<file path="src/rtl/mms_pkg.sv">
// Shared definitions for motor_pulse_scheduler: config field codes, H-bridge
// drive patterns and the scheduler FSM encoding.
package mms_pkg;

  localparam logic [1:0] FLD_PERIOD = 2'd0;
  localparam logic [1:0] FLD_ON     = 2'd1;
  localparam logic [1:0] FLD_COUNT  = 2'd2;
  localparam logic [1:0] FLD_CTRL   = 2'd3;

  localparam logic [1:0] DRV_FWD   = 2'b10;
  localparam logic [1:0] DRV_REV   = 2'b01;
  localparam logic [1:0] DRV_COAST = 2'b00;
  localparam logic [1:0] DRV_BRAKE = 2'b11;

  typedef enum logic [1:0] {
    IDLE = 2'd0,
    RUN  = 2'd1,
    DONE = 2'd2
  } state_t;

  function automatic logic [1:0] drive_pattern(input logic on, input logic dir);
    return on ? (dir ? DRV_REV : DRV_FWD) : DRV_COAST;
  endfunction

endpackage

</file>
<file path="src/rtl/pulse_channel.sv">
// One H-bridge driver: active timing registers, phase/pulse counters and the
// registered drive pattern. Define BRAKE_ON_IDLE_EN to brake finished drivers.
module pulse_channel
  import mms_pkg::*;
#(
  parameter int CNT_W = 16
) (
  input  logic             clock,
  input  logic             reset_n,
  input  logic             commit,
  input  logic             start,
  input  logic             run,
  input  logic [CNT_W-1:0] sh_period,
  input  logic [CNT_W-1:0] sh_on,
  input  logic [CNT_W-1:0] sh_count,
  input  logic             sh_enable,
  input  logic             sh_dir,
  output logic [1:0]       drive,
  output logic             done_next
);

  logic [CNT_W-1:0] act_period;
  logic [CNT_W-1:0] act_on;
  logic [CNT_W-1:0] act_count;
  logic             act_enable;
  logic             act_dir;
  logic [CNT_W-1:0] ph;
  logic [CNT_W-1:0] pulses_left;
  logic             done;

  logic [CNT_W-1:0] src_period;
  logic [CNT_W-1:0] src_on;
  logic [CNT_W-1:0] src_count;
  logic             src_enable;
  logic             src_dir;
  logic             load_done;
  logic             wrap;
  logic [CNT_W-1:0] ph_inc;
  logic [CNT_W-1:0] ph_next;
  logic [1:0]       idle_pat;

  // A latch serviced on the start edge wins: the run uses the shadow values.
  assign src_period = commit ? sh_period : act_period;
  assign src_on     = commit ? sh_on     : act_on;
  assign src_count  = commit ? sh_count  : act_count;
  assign src_enable = commit ? sh_enable : act_enable;
  assign src_dir    = commit ? sh_dir    : act_dir;

  assign load_done = ~src_enable | (src_period == '0) | (src_count == '0);
  assign ph_inc    = ph + CNT_W'(1);
  assign wrap      = (ph_inc == act_period);
  assign ph_next   = wrap ? '0 : ph_inc;
  assign done_next = done | (wrap & (pulses_left == CNT_W'(1)));

`ifdef BRAKE_ON_IDLE_EN
  logic ran;
  assign idle_pat = ran ? DRV_BRAKE : DRV_COAST;
`else
  assign idle_pat = DRV_COAST;
`endif

  always_ff @(posedge clock or negedge reset_n) begin
    if (!reset_n) begin
      act_period  <= '0;
      act_on      <= '0;
      act_count   <= '0;
      act_enable  <= 1'b0;
      act_dir     <= 1'b0;
      ph          <= '0;
      pulses_left <= '0;
      done        <= 1'b1;
      drive       <= DRV_COAST;
`ifdef BRAKE_ON_IDLE_EN
      ran         <= 1'b0;
`endif
    end else begin
      if (commit) begin
        act_period <= sh_period;
        act_on     <= sh_on;
        act_count  <= sh_count;
        act_enable <= sh_enable;
        act_dir    <= sh_dir;
      end
      if (start) begin
        // Phase 0 is registered here so it shows the cycle after the trigger.
        ph          <= '0;
        pulses_left <= src_count;
        done        <= load_done;
        drive       <= load_done ? idle_pat : drive_pattern(src_on != '0, src_dir);
`ifdef BRAKE_ON_IDLE_EN
        if (!load_done) ran <= 1'b1;
`endif
      end else if (run && !done) begin
        ph <= ph_next;
        if (wrap) pulses_left <= pulses_left - CNT_W'(1);
        done  <= done_next;
        drive <= done_next ? idle_pat : drive_pattern(ph_next < act_on, act_dir);
      end
    end
  end

endmodule

</file>
<file path="src/rtl/motor_pulse_scheduler.sv">
// Per-driver pulse scheduler: shadow config, latch/trigger edge logic and the
// IDLE/RUN/DONE sequencer. Define BRAKE_ON_IDLE_EN to brake finished drivers.
module motor_pulse_scheduler
  import mms_pkg::*;
#(
  parameter int NUM_OF_DRIVERS = 8,
  parameter int CNT_W          = 16,
  parameter int IDX_W          = 3
) (
  input  logic                        clock,
  input  logic                        reset_n,
  input  logic                        cfg_we,
  input  logic [IDX_W+1:0]            cfg_addr,
  input  logic [CNT_W-1:0]            cfg_wdata,
  input  logic                        latch_data,
  input  logic                        control_trigger,
  output logic [2*NUM_OF_DRIVERS-1:0] driver_io,
  output logic                        update_cycle_complete,
  output logic                        busy
);

  state_t state;
  logic   trig_d;
  logic   latch_d;
  logic   latch_pending;
  logic   trig_edge;
  logic   latch_edge;
  logic   latch_req;
  logic   commit;
  logic   start;
  logic   run;
  logic   all_done;

  logic [IDX_W-1:0] wr_idx;
  logic [1:0]       wr_fld;
  logic             wr_ok;

  logic [CNT_W-1:0] sh_period [NUM_OF_DRIVERS];
  logic [CNT_W-1:0] sh_on     [NUM_OF_DRIVERS];
  logic [CNT_W-1:0] sh_count  [NUM_OF_DRIVERS];
  logic [1:0]       sh_ctrl   [NUM_OF_DRIVERS];

  logic [NUM_OF_DRIVERS-1:0] done_next;

  assign wr_idx = cfg_addr[IDX_W+1:2];
  assign wr_fld = cfg_addr[1:0];
  assign wr_ok  = cfg_we & ({1'b0, wr_idx} < (IDX_W+1)'(NUM_OF_DRIVERS));

  assign trig_edge  = control_trigger & ~trig_d;
  assign latch_edge = latch_data & ~latch_d;
  assign latch_req  = latch_pending | latch_edge;
  assign commit     = (state == IDLE) & latch_req;
  assign start      = (state == IDLE) & trig_edge;
  assign run        = (state == RUN);
  assign all_done   = &done_next;

  always_ff @(posedge clock or negedge reset_n) begin
    if (!reset_n) begin
      for (int k = 0; k < NUM_OF_DRIVERS; k++) begin
        sh_period[k] <= '0;
        sh_on[k]     <= '0;
        sh_count[k]  <= '0;
        sh_ctrl[k]   <= '0;
      end
    end else if (wr_ok) begin
      for (int k = 0; k < NUM_OF_DRIVERS; k++) begin
        if (wr_idx == IDX_W'(k)) begin
          case (wr_fld)
            FLD_PERIOD: sh_period[k] <= cfg_wdata;
            FLD_ON:     sh_on[k]     <= cfg_wdata;
            FLD_COUNT:  sh_count[k]  <= cfg_wdata;
            default:    sh_ctrl[k]   <= cfg_wdata[1:0];
          endcase
        end
      end
    end
  end

  for (genvar k = 0; k < NUM_OF_DRIVERS; k++) begin : g_ch
    pulse_channel #(
      .CNT_W(CNT_W)
    ) u_ch (
      .clock     (clock),
      .reset_n   (reset_n),
      .commit    (commit),
      .start     (start),
      .run       (run),
      .sh_period (sh_period[k]),
      .sh_on     (sh_on[k]),
      .sh_count  (sh_count[k]),
      .sh_enable (sh_ctrl[k][0]),
      .sh_dir    (sh_ctrl[k][1]),
      .drive     (driver_io[2*k+1:2*k]),
      .done_next (done_next[k])
    );
  end

  always_ff @(posedge clock or negedge reset_n) begin
    if (!reset_n) begin
      state                 <= IDLE;
      busy                  <= 1'b0;
      update_cycle_complete <= 1'b0;
      trig_d                <= 1'b0;
      latch_d               <= 1'b0;
      latch_pending         <= 1'b0;
    end else begin
      trig_d  <= control_trigger;
      latch_d <= latch_data;
      // A latch seen during RUN/DONE waits here until the next IDLE cycle.
      if (commit) latch_pending <= 1'b0;
      else if (latch_edge) latch_pending <= 1'b1;
      update_cycle_complete <= 1'b0;
      case (state)
        IDLE: begin
          if (trig_edge) begin
            state <= RUN;
            busy  <= 1'b1;
          end
        end
        RUN: begin
          if (all_done) begin
            state                 <= DONE;
            busy                  <= 1'b0;
            update_cycle_complete <= 1'b1;
          end
        end
        DONE: state <= IDLE;
        default: begin
          state <= IDLE;
          busy  <= 1'b0;
        end
      endcase
    end
  end

endmodule
</file>
<file path="config.mk">
export PLATFORM = sky130hd
export DESIGN_NAME = motor_pulse_scheduler
export DESIGN_NICKNAME = d
export VERILOG_FILES = /design/src/rtl/mms_pkg.sv /design/src/rtl/pulse_channel.sv /design/src/rtl/motor_pulse_scheduler.sv
export SDC_FILE = /design/constraint.sdc
export NUM_CORES = 2
export LEC_CHECK = 0
export ABC_AREA = 1
export CORE_MARGIN = 4
export CORE_UTILIZATION = 61
export CTS_CLUSTER_SIZE = 25
export DETAILED_ROUTE_END_ITERATION = 12
export PLACE_DENSITY = 0.77
export SKIP_CTS_REPAIR_TIMING = 1
export SLEW_MARGIN = 20
export SYNTH_ARGS = -nofsm -noshare
export SYNTH_HDL_FRONTEND = slang
export SYNTH_SLANG_ARGS = --single-unit
</file>
<file path="constraint.sdc">
create_clock -name clock -period 4.76 [get_ports clock]
set_input_delay 1.19 -clock clock [delete_from_list [all_inputs] [get_ports clock]]
set_output_delay 1.19 -clock clock [all_outputs]
set_load 0.1 [all_outputs]
</file>
==> flow_summary.yaml <==
outcome:
  status: "finished, final reports clean"
global_routing:
  grt.overflow.total: 0
  grt_max_degree: 103
  grt_pass1_wl_um: 241900
  grt_pass1_vias: 44990
  grt_usage: 0.3204
  antenna_found_initial: 6
setup_path:
  crit_path_max_fanout: 6
  timing.rr.end: "g_ch[1].u_ch.drive[1]"
  start_kind: "flip-flop"
  reg2reg_depth: 21
  regToRegSetupSlack_ns: 0.82
  end_kind: "flip-flop"
  reg2reg_from: "g_ch[1].u_ch.ph[0]"
  critical_path_arrival_ns: 4.54
  crit_type: "reg2reg"
  crit_required_ns: 5.37
yosys:
  postSynthAreaPerCell_um2: 8.088
  synth_most_common_cell: "nand2_1"
  synth_edf_count: 0
  ys_ff_latch: 1087
  yosysSeqAreaShare: 0.5029
  syn_nets: 6860
  ys_warn_count: 0
  synthFlopType: "dfrtp_1"
  synth_top_cell_by_area: "dfrtp_1"
  synth_commonest_cells: "2019 x nand2_1, 1079 x dfrtp_1, 811 x o21ai_0, 740 x inv_1, 423 x nor2_1"
  async_flop_share: 1.000
  netlist.area_leader.share: 0.4990
  synthDistinctLibCells: 69
  syn_inst: 6690
  ys_top_cells_by_area: "dfrtp_1 50%, nand2_1 14%, o21ai_0 7.5%"
  mappedNetlistArea_mm2: 0.05411
min_path:
  holdCritStartpoint: "sh_count[38]"
  holdPathEnd: "sh_count[38]"
  hold_depth: 2
  hold_path.class: "reg2reg"
detailed_routing:
  wire_per_inst_um: 18.82
  drc: 0
  dr.pass1.iters: 6
  ant_nets: 0
  drt_iter0_markers: 4905
  wl_um: 150400
  avgViaCountPerCell: 5.779
  vias: 46180
cts:
  cts_num_sinks: 1087
  path_clk_slew_ns: 0.06
  cts-buffers-inserted: 111
  htreeDepth: 3
  root_buffer: "clkbuf_16"
  clock_latency_ns: 0.70
  cts_tree: "done"
  clockBufferDepth: 3
floorplan:
  dieArea_mm2: 0.09354
  row_count: 108
  start_util: 0.6189
  ios: 44
  core_region_area_mm2: 0.08743
  die_h_um: 305.8
  die_x_um: 305.8
sta:
  rsz0062_at_grt: "no"
  fin_crit_ns: 3.936
  worst_pin_slew_ns: 1.002
  finalMaxSlewViolations: 0
  tns_ns: 0
  post-route-period-util: 0.8270
  max_slew_margin: 0.3301
  hold_ws_ns: 0.4780
  worst_clock_skew_ns: 0.02471
  finalHoldViolCount: 0
  setup_viol: 0
  fmax_ghz: 0.2540
flow_run:
  drv_cap: 0
power:
  power_leakage_nw: 29.82
  irDropWorstVdd_uv: 425.6
  total_power_mw: 37.43
  p_per_area_mw_per_mm2: 621.7
placement:
  dp_hpwl_um: 102000
  gp_congestion: 0.9511
  port_buffers: 43
cells_and_area:
  drive_above_1_share: 0.07335
  nets: 6905
  syn2layout_area_growth_pct: 11.26
-- where the power goes --
group	total, mW	internal [mW]	switching, mW
sequential	14.2	12.2	2.00
clock	9.23	5.47	3.76
combinational	14.0	4.79	9.18
-- cell type report --
| type | instances | area (um^2) |
|---|---|---|
| Antenna cell | 6 | 15.01 |
| Clock buffer | 155 | 3206 |
| Clock inverter | 53 | 688.2 |
| Fill cell | 6991 | 27220 |
| Inverter | 762 | 2873 |
| Multi-Input combinational cell | 4603 | 23090 |
| Sequential cell | 1087 | 27210 |
| Tap cell | 1155 | 1445 |
| Timing Repair Buffer | 170 | 1677 |
-- worst max-delay path, cell delays in order, from the launching register on --
cell	delay [ns]
dfrtp_1	0.41
ha_1	0.26
nand3_1	0.15
nor2_1	0.25
nand3_1	0.12
nand2_1	0.10
nand2_1	0.07
nand2_1	0.06
nand2_1	0.10
nand2_1	0.13
nor3_1	0.07
nand2_1	0.18
clkinv_1	0.24
nor2_1	0.31
ha_1	0.29
nand2_1	0.06
inv_1	0.06
nand2_1	0.07
a31oi_1	0.10
a2111oi_0	0.52
nand3_1	0.17
a21oi_1	0.15
-- routing by layer --
| layer | global-route usage | part of all wire | up-vias |
|---|---|---|---|
| met1 | 0.4477 | 0.43 | 22180 |
| met4 | 0.1086 | 0.035 | 8 |
| met3 | 0.05902 | 0.080 | 351 |
| met2 | 0.5107 | 0.46 | 1750 |
| met5 | 0 | 0.00038 | - |
| li1 | - | - | 21890 |
-- stage by stage --
stage,utilization,instances,instance area (um^2),setup slack (ns)
after floorplan,-,6690,54110,1.580
after global placement,0.6439,7777,56300,0.4773
after detailed placement,0.6439,7777,56300,0.3809
after CTS,0.6884,7985,60190,0.9523
after global routing,0.6884,7985,60190,0.5730
final,0.6886,7991,60200,0.8237
-- kinds of logic (layout without fill, tap and decap cells) --
family	count (synthesis)	after routing	share of synthesized area
AOI/OAI and AO/OA	1121	1121	0.1126
xor gates and xnor gates	134	134	0.02347
adders and majority gates	144	144	0.03330
buffers and inverters	1000	1140	0.07101
DFF	1087	1087	0.5029
muxes	20	20	0.003861
other	0	6	0
and+or+nand+nor	3184	3184	0.2529
-- flip-flops by register name, summed over array words and instances, names as in the netlist, 2 cells and up --
name                   count
g_ch.u_ch.act_count      128
g_ch.u_ch.act_on         128
g_ch.u_ch.act_period     128
g_ch.u_ch.ph             128
g_ch.u_ch.pulses_left    128
sh_count                 128
sh_on                    128
sh_period                128
g_ch.u_ch.drive           16
sh_ctrl                   16
g_ch.u_ch.act_dir          8
g_ch.u_ch.act_enable       8
g_ch.u_ch.done             8
state                      2
-- how the worst max path moves through the flow --
stage                       start                    end  depth (start not counted)
3_5_place_dp           latch_data  g_ch[1].u_ch.drive[0]                         15
4_1_cts        g_ch[1].u_ch.ph[0]  g_ch[1].u_ch.drive[1]                         21
2_1_floorplan  g_ch[1].u_ch.ph[0]  g_ch[1].u_ch.drive[0]                         19
5_1_grt        g_ch[1].u_ch.ph[1]  g_ch[1].u_ch.drive[1]                         22
3_3_place_gp           latch_data      g_ch[1].u_ch.done                         14
6_report       g_ch[1].u_ch.ph[0]  g_ch[1].u_ch.drive[1]                         21
-- placed cells by master (no fill, tap or decap), drive strengths merged, types with 120 or more instances in the layout --
cell       n
nor2     469
nand4    120
dfrtp   1079
o21ai    845
nand2   2037
ha       144
nand3    273
buf      128
inv      758
clkbuf   155
Note: power is estimated with default switching activity, not from simulation.
